===== src/rtl/vc_arbiter.sv =====
// Weighted two-VC arbiter/router: peeks VC FIFO heads, issues single-word reads
// and forwards the returned word to D0/D1 with a registered push.
module vc_arbiter #(
    parameter int data_width = 6,
    parameter int weight_vc0 = 3
) (
    input  logic                  clk,
    input  logic                  reset,
    input  logic                  init,
    input  logic                  vc0_empty,
    input  logic                  vc1_empty,
    input  logic [data_width-1:0] vc0_head,
    input  logic [data_width-1:0] vc1_head,
    input  logic [data_width-1:0] vc0_data,
    input  logic [data_width-1:0] vc1_data,
    input  logic                  d0_almost_full,
    input  logic                  d1_almost_full,
    input  logic                  d0_full,
    input  logic                  d1_full,
    output logic                  vc0_rd_enable,
    output logic                  vc1_rd_enable,
    output logic                  d0_push,
    output logic                  d1_push,
    output logic [data_width-1:0] data_out,
    output logic                  idle,
    output logic                  error
);
    localparam int msb = data_width - 1;
    localparam logic [3:0] weight_c = 4'(weight_vc0);

    typedef enum logic [1:0] {
        INIT   = 2'd0,
        IDLE   = 2'd1,
        ACTIVE = 2'd2
    } state_t;

    state_t                       state_reg, state_next;
    logic [1:0]                   empty_vec, empty_prev_reg, af_vec, full_vec;
    logic [1:0]                   elig, dest_vec;
    logic [1:0][data_width-1:0]   head_vec, data_vec;
    logic [1:0]                   rd_reg, push_reg;
    logic                         s1_dst_reg;
    logic                         s2_valid_reg, s2_src_reg, s2_dst_reg;
    logic [data_width-1:0]        data_reg, cap_data;
    logic [3:0]                   cnt_reg;
    logic                         error_reg;
    logic                         can_grant, grant0, grant1, any_grant;
    logic                         pending, push_err, data_err;

    assign empty_vec = {vc1_empty, vc0_empty};
    assign af_vec    = {d1_almost_full, d0_almost_full};
    assign full_vec  = {d1_full, d0_full};
    assign head_vec  = {vc1_head, vc0_head};
    assign data_vec  = {vc1_data, vc0_data};

    // A VC needs two non-empty cycles (head peek lags writes) and must not
    // have a read in flight this cycle (head peek stale after a read).
    generate
        for (genvar gi = 0; gi < 2; gi++) begin : g_vc
            assign dest_vec[gi] = head_vec[gi][msb];
            assign elig[gi]     = ~empty_vec[gi] & ~empty_prev_reg[gi] &
                                  ~rd_reg[gi] & ~af_vec[dest_vec[gi]];
        end
    endgenerate

    assign can_grant = init && (state_reg != INIT);
    assign grant0    = can_grant & elig[0] & (~elig[1] | (cnt_reg < weight_c));
    assign grant1    = can_grant & elig[1] & ~grant0;
    assign any_grant = grant0 | grant1;
    assign pending   = (|rd_reg) | s2_valid_reg;

    assign cap_data  = data_vec[s2_src_reg];
    assign push_err  = |(push_reg & full_vec);
    assign data_err  = s2_valid_reg & (cap_data[msb] != s2_dst_reg);

    always_comb begin
        state_next = state_reg;
        if (!init) begin
            state_next = INIT;
        end else begin
            case (state_reg)
                INIT:    state_next = IDLE;
                IDLE:    if (any_grant) state_next = ACTIVE;
                ACTIVE:  if (!any_grant && !pending) state_next = IDLE;
                default: state_next = INIT;
            endcase
        end
    end

    always_ff @(posedge clk or posedge reset) begin
        if (reset) begin
            state_reg      <= INIT;
            empty_prev_reg <= 2'b11;
            rd_reg         <= 2'b00;
            s1_dst_reg     <= 1'b0;
            s2_valid_reg   <= 1'b0;
            s2_src_reg     <= 1'b0;
            s2_dst_reg     <= 1'b0;
            push_reg       <= 2'b00;
            data_reg       <= '0;
            cnt_reg        <= 4'd0;
            error_reg      <= 1'b0;
        end else begin
            state_reg      <= state_next;
            empty_prev_reg <= empty_vec;
            if (!init) begin
                rd_reg       <= 2'b00;
                s1_dst_reg   <= 1'b0;
                s2_valid_reg <= 1'b0;
                s2_src_reg   <= 1'b0;
                s2_dst_reg   <= 1'b0;
                push_reg     <= 2'b00;
                data_reg     <= '0;
                cnt_reg      <= 4'd0;
                error_reg    <= 1'b0;
            end else begin
                // Destination comes from the head peek at grant time.
                rd_reg       <= {grant1, grant0};
                s1_dst_reg   <= grant1 ? dest_vec[1] : dest_vec[0];
                s2_valid_reg <= |rd_reg;
                s2_src_reg   <= rd_reg[1];
                s2_dst_reg   <= s1_dst_reg;
                push_reg     <= {s2_valid_reg & s2_dst_reg, s2_valid_reg & ~s2_dst_reg};
                data_reg     <= s2_valid_reg ? cap_data : '0;
                if (grant1) begin
                    cnt_reg <= 4'd0;
                end else if (grant0 && (cnt_reg < weight_c)) begin
                    cnt_reg <= cnt_reg + 4'd1;
                end
                error_reg    <= error_reg | push_err | data_err;
            end
        end
    end

    assign vc0_rd_enable = rd_reg[0];
    assign vc1_rd_enable = rd_reg[1];
    assign d0_push       = push_reg[0];
    assign d1_push       = push_reg[1];
    assign data_out      = data_reg;
    assign idle          = (state_reg == IDLE);
    assign error         = error_reg;
endmodule


===== config.mk =====
export PLATFORM = sky130hd
export DESIGN_NAME = vc_arbiter
export DESIGN_NICKNAME = d
export VERILOG_FILES = /design/src/rtl/vc_arbiter.sv
export SDC_FILE = /design/constraint.sdc
export NUM_CORES = 1
export LEC_CHECK = 0
export ABC_AREA = 1
export ABC_CLOCK_PERIOD_IN_PS = 1800
export CAP_MARGIN = 10
export CORE_UTILIZATION = 25
export CTS_CLUSTER_DIAMETER = 100
export DETAILED_ROUTE_END_ITERATION = 10
export HOLD_SLACK_MARGIN = 0.12
export PLACE_DENSITY = 0.5
export SLEW_MARGIN = 20
export SYNTH_ARGS = -nofsm -noshare
export SYNTH_HDL_FRONTEND = slang
export SYNTH_SLANG_ARGS = --single-unit

===== constraint.sdc =====
create_clock -name clk -period 1.8 [get_ports clk]
set_clock_uncertainty 0.1 [all_clocks]
set_input_delay 0.18 -clock clk [delete_from_list [all_inputs] [get_ports clk]]
set_output_delay 0.18 -clock clk [all_outputs]
set_load 0.02 [all_outputs]

### After elaboration in Yosys (flattened, before gate mapping)

Cells that the tools add are included.
Widths: inputs -> output; s select.

| word-level totals | value |
|---|---|
| bits in registers | 23 |
| latch bits | 0 |
| memory bits (writable) | 0 |
| memory bits (read-only) | 0 |
| input bits | 33 |
| output and inout bits | 12 |
| memories kept | 0 |

| operators by class | value |
|---|---|
| $add $sub $neg | 1 |
| $mul | 0 |
| div/mod/pow operators | 0 |
| $lt $le $gt $ge | 4 |
| eq/ne operators | 6 |
| shifts and indexed selects | 0 |
| muxes and demuxes | 23 |
| bitwise logic cells | 30 |
| reduce and logical (&&, ||, !) cells | 10 |

Operators with widths:

| operator | number |
|---|---|
| $mux 6 | 4 |
| $and 1x1->1 | 13 |
| $mux 4 | 3 |
| $not 1->1 | 11 |
| $mux 1 | 10 |
| $mux 2 | 5 |
| $lt 1x2->1 const B | 3 |
| $pmux 2 s3 | 1 |
| $or 1x1->1 | 5 |
| $add 4x1->4 const B | 1 |
| $lt 4x2->1 const B | 1 |
| $reduce_or 2->1 | 2 |
| $logic_and 1x1->1 | 3 |
| $ne 3x1->1 const B | 1 |
| $ne 3x2->1 const B | 1 |
| $ne 3x3->1 const B | 1 |
| $and 2x2->2 | 1 |
| $eq 2x1->1 const B | 1 |
| $eq 2x2->1 const B | 1 |
| $logic_not 1->1 | 2 |
| $logic_not 2->1 | 1 |
| $reduce_and 2->1 | 1 |
| $reduce_bool 2->1 | 1 |
| $ne 1x1->1 | 1 |

### Depth between registers and ports, before layout

| logic depth | value |
|---|---|
| depth in word-level cells | 15 |
| depth in mapped cells | 9 |
| mapped depth without buffers | 9 |

### Worst setup path before layout

OpenSTA, ideal clock, no wires.

| timing path | value |
|---|---|
| path type | register -> register |
| start point | reg cnt_reg[0] |
| end point | reg s1_dst_reg |
| data arrival time | 1.183 ns |
| data required time | 1.583 ns |
| setup slack | 0.400 ns |
| stages on the path, launching flop included | 8 |
| clock period less this slack | 1.400 ns |
| cells stage by stage | dfrtp_1 > ha_1 > nor3_2 > nand4_1 > nand2_2 > inv_2 > nand2_2 > nand2_1 |

| between the ends | value |
|---|---|
| cells in the longest elaborated chain, start to end | 7 |

Ends and longest elaborated chain:

| element | line | source |
|---|---|---|
| from (decl) | 45 | `logic [3:0] cnt_reg;` |
| from (signal assigned) | 128 | `cnt_reg <= cnt_reg + 4'd1;` |
| $lt 4x2->1 | 67 | `assign grant0 = can_grant & elig[0] & (~elig[1] \| (cnt_reg < weight_c));` |
| $or 1x1->1 | 67 |  |
| $and 1x1->1 | 67 |  |
| $not 1->1 | 68 | `assign grant1 = can_grant & elig[1] & ~grant0;` |
| $and 1x1->1 | 68 |  |
| $mux 1 | 119 | `s1_dst_reg <= grant1 ? dest_vec[1] : dest_vec[0];` |
| $mux 1 | 106 | `if (!init) begin` |
| to (signal assigned) | 119 |  |
| to (decl) | 42 | `logic s1_dst_reg;` |

Every way passes these cells.
A chain may end at the register's enable or synchronous reset.

### Worst setup path after layout

| timing path | value |
|---|---|
| start point | reg rd_reg[1] |
| end point | out vc1_rd_enable |

RTL lines:

| element | line | source |
|---|---|---|
| from (decl) | 41 | `logic [1:0] rd_reg, push_reg;` |
| from (signal assigned) | 118 | `rd_reg <= {grant1, grant0};` |
| to (decl) | 21 | `output logic vc1_rd_enable,` |

No word-level cell between the ends.

==> results by group <==
Clock network
  – Sink count of the clock tree: 23
  – Cts bufs inserted: 3
  – Clock insertion delay at the later pin of the skew report: 0.26 ns
  – Htree depth: 1
  – CTS clock-pin slew for the worst setup and hold paths: 0.08 ns
  – Clock Root Buffer: sky130_fd_sc_hd__clkbuf_8
  – Number of buffers between clock root and the deepest sink: 2
  – Post-CTS repair timing setup buffer count: 0
  – Clock tree from TritonCTS: yes

Layout
  – Flip-flop count of the largest register after layout: 6
  – Post-route cell area: 1515 µm²
  – Leading cell types in the layout, fill and taps excluded: sky130_fd_sc_hd__clkdlybuf4s50_1, sky130_fd_sc_hd__nor2_1, sky130_fd_sc_hd__dfrtp_1
  – Share of layout cells above drive strength 1: 0.1338
  – Antenna cell count: 0
  – Most common cell after layout, fill and taps aside: sky130_fd_sc_hd__clkdlybuf4s50_1
  – Area added between synthesis and finish: 43.82%
  – Number of filler instances in the final layout: 409
  – Layout net count: 192

Routing
  – DRT iter0 DRCs: 62
  – Vias per cell: 4.053
  – DRT antenna net count: 0
  – Avg WL per Cell: 10.48 µm
  – DR vias: 839
  – DRC: 0
  – Final wirelength: 2.169 mm
  – Detailed Routing Iterations Pass 1: 3

Yosys
  – Cell area after synthesis: 1054 µm²
  – Synth Warn #: 0
  – Area share of the leading cell type in the synthesized netlist: 0.4988
  – Cell type with the highest aggregate area in the netlist: sky130_fd_sc_hd__dfrtp_1
  – Synth area leaders: sky130_fd_sc_hd__dfrtp_1, sky130_fd_sc_hd__nor2_1, sky130_fd_sc_hd__inv_1, sky130_fd_sc_hd__nand2_1, sky130_fd_sc_hd__dfstp_2
  – Unique cell type count in the Yosys netlist: 26
  – Net count after synthesis: 151
  – Flip-flop and latch count after synthesis: 23
  – Number of instances in the synthesized netlist: 117
  – Average instance area after synthesis: 9.004 µm²
  – Sequential element share of the synthesized area: 0.5487

Worst setup path
  – Required time worst endpoint: 1.52 ns
  – Family of cells with the greatest summed delay on the critical path: buffers and inverters
  – Data arrival time of the worst path: 1.34 ns
  – Critical path buffer and inverter count: 1
  – Type of origin of the critical path: register
  – Crit-path max cell delay: 0.64 ns
  – Crit path cell chain: clkdlybuf4s50_1
  – Library cell contributing the largest single delay on the critical path: sky130_fd_sc_hd__clkdlybuf4s50_1
  – Crit path kind: register to output port
  – Biggest fanout along the worst timing path: 5
  – Critical Path Sink Type: output port

Min path
  – Worst hold path type: input port to async pin

Floorplanning
  – Starting Density: 0.2615
  – Die height: 66.92 µm
  – Count of standard-cell rows: 23
  – Core Footprint: 4029 µm²
  – Die Outline Area: 4478 µm²
  – I/O pin count: 45
  – Overall die width: 66.92 µm

Power
  – Worst IR Drop VDD: 0.2316 mV
  – Share of total power in the clock network: 0.292
  – Switching share of total power: 0.2550
  – Gate power share: 0.187
  – Pwr per Cell Area: 702.4 nW/µm²
  – Part of the total power dissipated in sequential elements: 0.521
  – Cell leakage power: 0.7405 nW
  – Switching pwr: 271.4 µW
  – Int Pwr: 793.0 µW

Place
  – HPWL Detailed: 1.650 mm
  – Port Buffer Count: 34
  – Post-placement cell area: 1468 µm²
  – Pre-CTS WS: 0.1490 ns
  – Routability congestion estimate: 0.7039

Timing
  – Worst-margin pin slew: 0.2987 ns
  – Portion of the clock cycle consumed by the worst path in the final layout: 0.9007
  – Total count of hold-check failures in the final report: 0
  – Final sum of negative setup slack: 0 ns
  – Time the worst path needs with I/O delays and setup: 1.621 ns
  – Fmax: 616.8 MHz
  – Setup slack after layout: 0.1787 ns
  – Final slew viol count: 0
  – Worst slew margin: 0.8004
  – Number of setup violations in the final report: 0
  – Setup repair after global routing missed its margin: false

Run status
  – Run status: finished, final reports clean

GRT
  – Via count of the first global-routing pass: 850
  – Met3 capacity usage during global routing: 0.03082
  – GR Overflow Total: 0
  – Met2 global-route usage: 0.1881
  – GR peak layer: met2
  – Wire length of the first global-routing pass: 3.670 mm
  – Antenna violations before repair: 0
  – Overall track demand over capacity in global routing: 0.1082
  – Met1 global-route usage: 0.1308
  – Maximum number of pins on one net before global-route repair: 24

Flow run
  – Count of max-cap constraint violations: 0
-- layout make-up --
cell class | instances | area, µm² | share of cell area
Clock buffer | 4 | 45.04 | 0.02973
Inverter | 21 | 83.83 | 0.05533
Multi-Input combinational cell | 72 | 380.4 | 0.2510
Sequential cell | 23 | 578.1 | 0.3815
Tap cell | 50 | 62.56 | 0.04129
Timing Repair Buffer | 37 | 365.4 | 0.2411
-- worst paths after layout --
| check | startpoint | end | slack, ns | depth (start not counted) |
|---|---|---|---|---|
| min reg2reg | s1_dst_reg | s2_dst_reg | 0.35 | 2 |
| min | reset | cnt_reg[3] | 0.15 | 3 |
| max | rd_reg[1] | vc1_rd_enable | 0.18 | 1 |
| max in group asynchronous | reset | empty_prev_reg[0] | 1.15 | 3 |
| min in group clk | vc0_empty | empty_prev_reg[0] | 0.25 | 1 |
| max reg2reg | cnt_reg[0] | s1_dst_reg | 0.34 | 7 |
-- cells by family (layout without fill, tap and decap cells) --
family	after synthesis	after routing	share of synthesized area
AO/OA/AOI/OAI	9	9	0.04868
flip-flops	23	23	0.5487
AND/OR/NAND/NOR	61	61	0.2922
adder cells (fa/ha/maj)	1	1	0.01187
buffers and inverters	22	62	0.09027
XOR/XNOR	1	1	0.008315
-- synthesized netlist by cell type --
cell type and number:
sky130_fd_sc_hd__a21oi_1 1, sky130_fd_sc_hd__a22o_1 1, sky130_fd_sc_hd__buf_6 1, sky130_fd_sc_hd__clkinv_1 2, sky130_fd_sc_hd__dfrtp_1 21, sky130_fd_sc_hd__dfstp_2 2, sky130_fd_sc_hd__ha_1 1, sky130_fd_sc_hd__inv_1 16
sky130_fd_sc_hd__inv_2 2, sky130_fd_sc_hd__inv_6 1, sky130_fd_sc_hd__nand2_1 15, sky130_fd_sc_hd__nand2_2 2, sky130_fd_sc_hd__nand3_1 3, sky130_fd_sc_hd__nand3_2 2, sky130_fd_sc_hd__nand3_4 1, sky130_fd_sc_hd__nand4_1 2
sky130_fd_sc_hd__nor2_1 25, sky130_fd_sc_hd__nor2_2 3, sky130_fd_sc_hd__nor2_8 1, sky130_fd_sc_hd__nor3_1 5, sky130_fd_sc_hd__nor3_2 1, sky130_fd_sc_hd__o21a_1 1, sky130_fd_sc_hd__o21ai_0 1, sky130_fd_sc_hd__o21ai_1 5
sky130_fd_sc_hd__or2_1 1, sky130_fd_sc_hd__xor2_1 1
-- timing repair --
item | in CTS | in global routing
hold buffers | 0 | 0
endpoints found under the setup margin | 0 | 1
resized for setup | 0 | 1
endpoints found under the hold margin | 0 | 0
-- per-stage QoR --
step / power (mW) / instances / hold slack [ns] / utilization
finish: 1.064 / 207 / 0.1536 / 0.3761
global route: 1.133 / 207 / 0.1830 / 0.3761
CTS: 1.083 / 207 / 0.1692 / 0.3755
detailed placement: 0.7660 / 203 / 0.3307 / 0.3643
global placement: 0.7626 / 203 / 0.3326 / 0.3643
floorplan: 0.6742 / 117 / 0.08044 / -
-- per-layer routing --
metal,wire (µm),vias to the layer above
met2,965,31
met4,4,0
met5,0,-
li1,-,439
met1,1017,367
met3,180,2
-- worst min-delay path, stage by stage --
cell	delay (ns)
sky130_fd_sc_hd__clkdlybuf4s50_1	0.39
sky130_fd_sc_hd__inv_1	0.05
sky130_fd_sc_hd__buf_4	0.28
-- power groups by stage --
| stage | Combinational, mW | Sequential [mW] | Clock [mW] |
|---|---|---|---|
| finish | 0.199 | 0.554 | 0.311 |
| global route | 0.221 | 0.558 | 0.353 |
| CTS | 0.204 | 0.554 | 0.326 |
| detailed placement | 0.202 | 0.564 | 0 |
| global placement | 0.200 | 0.563 | 0 |
| floorplan | 0.107 | 0.567 | 0 |
(Power assumes the default switching activity.)
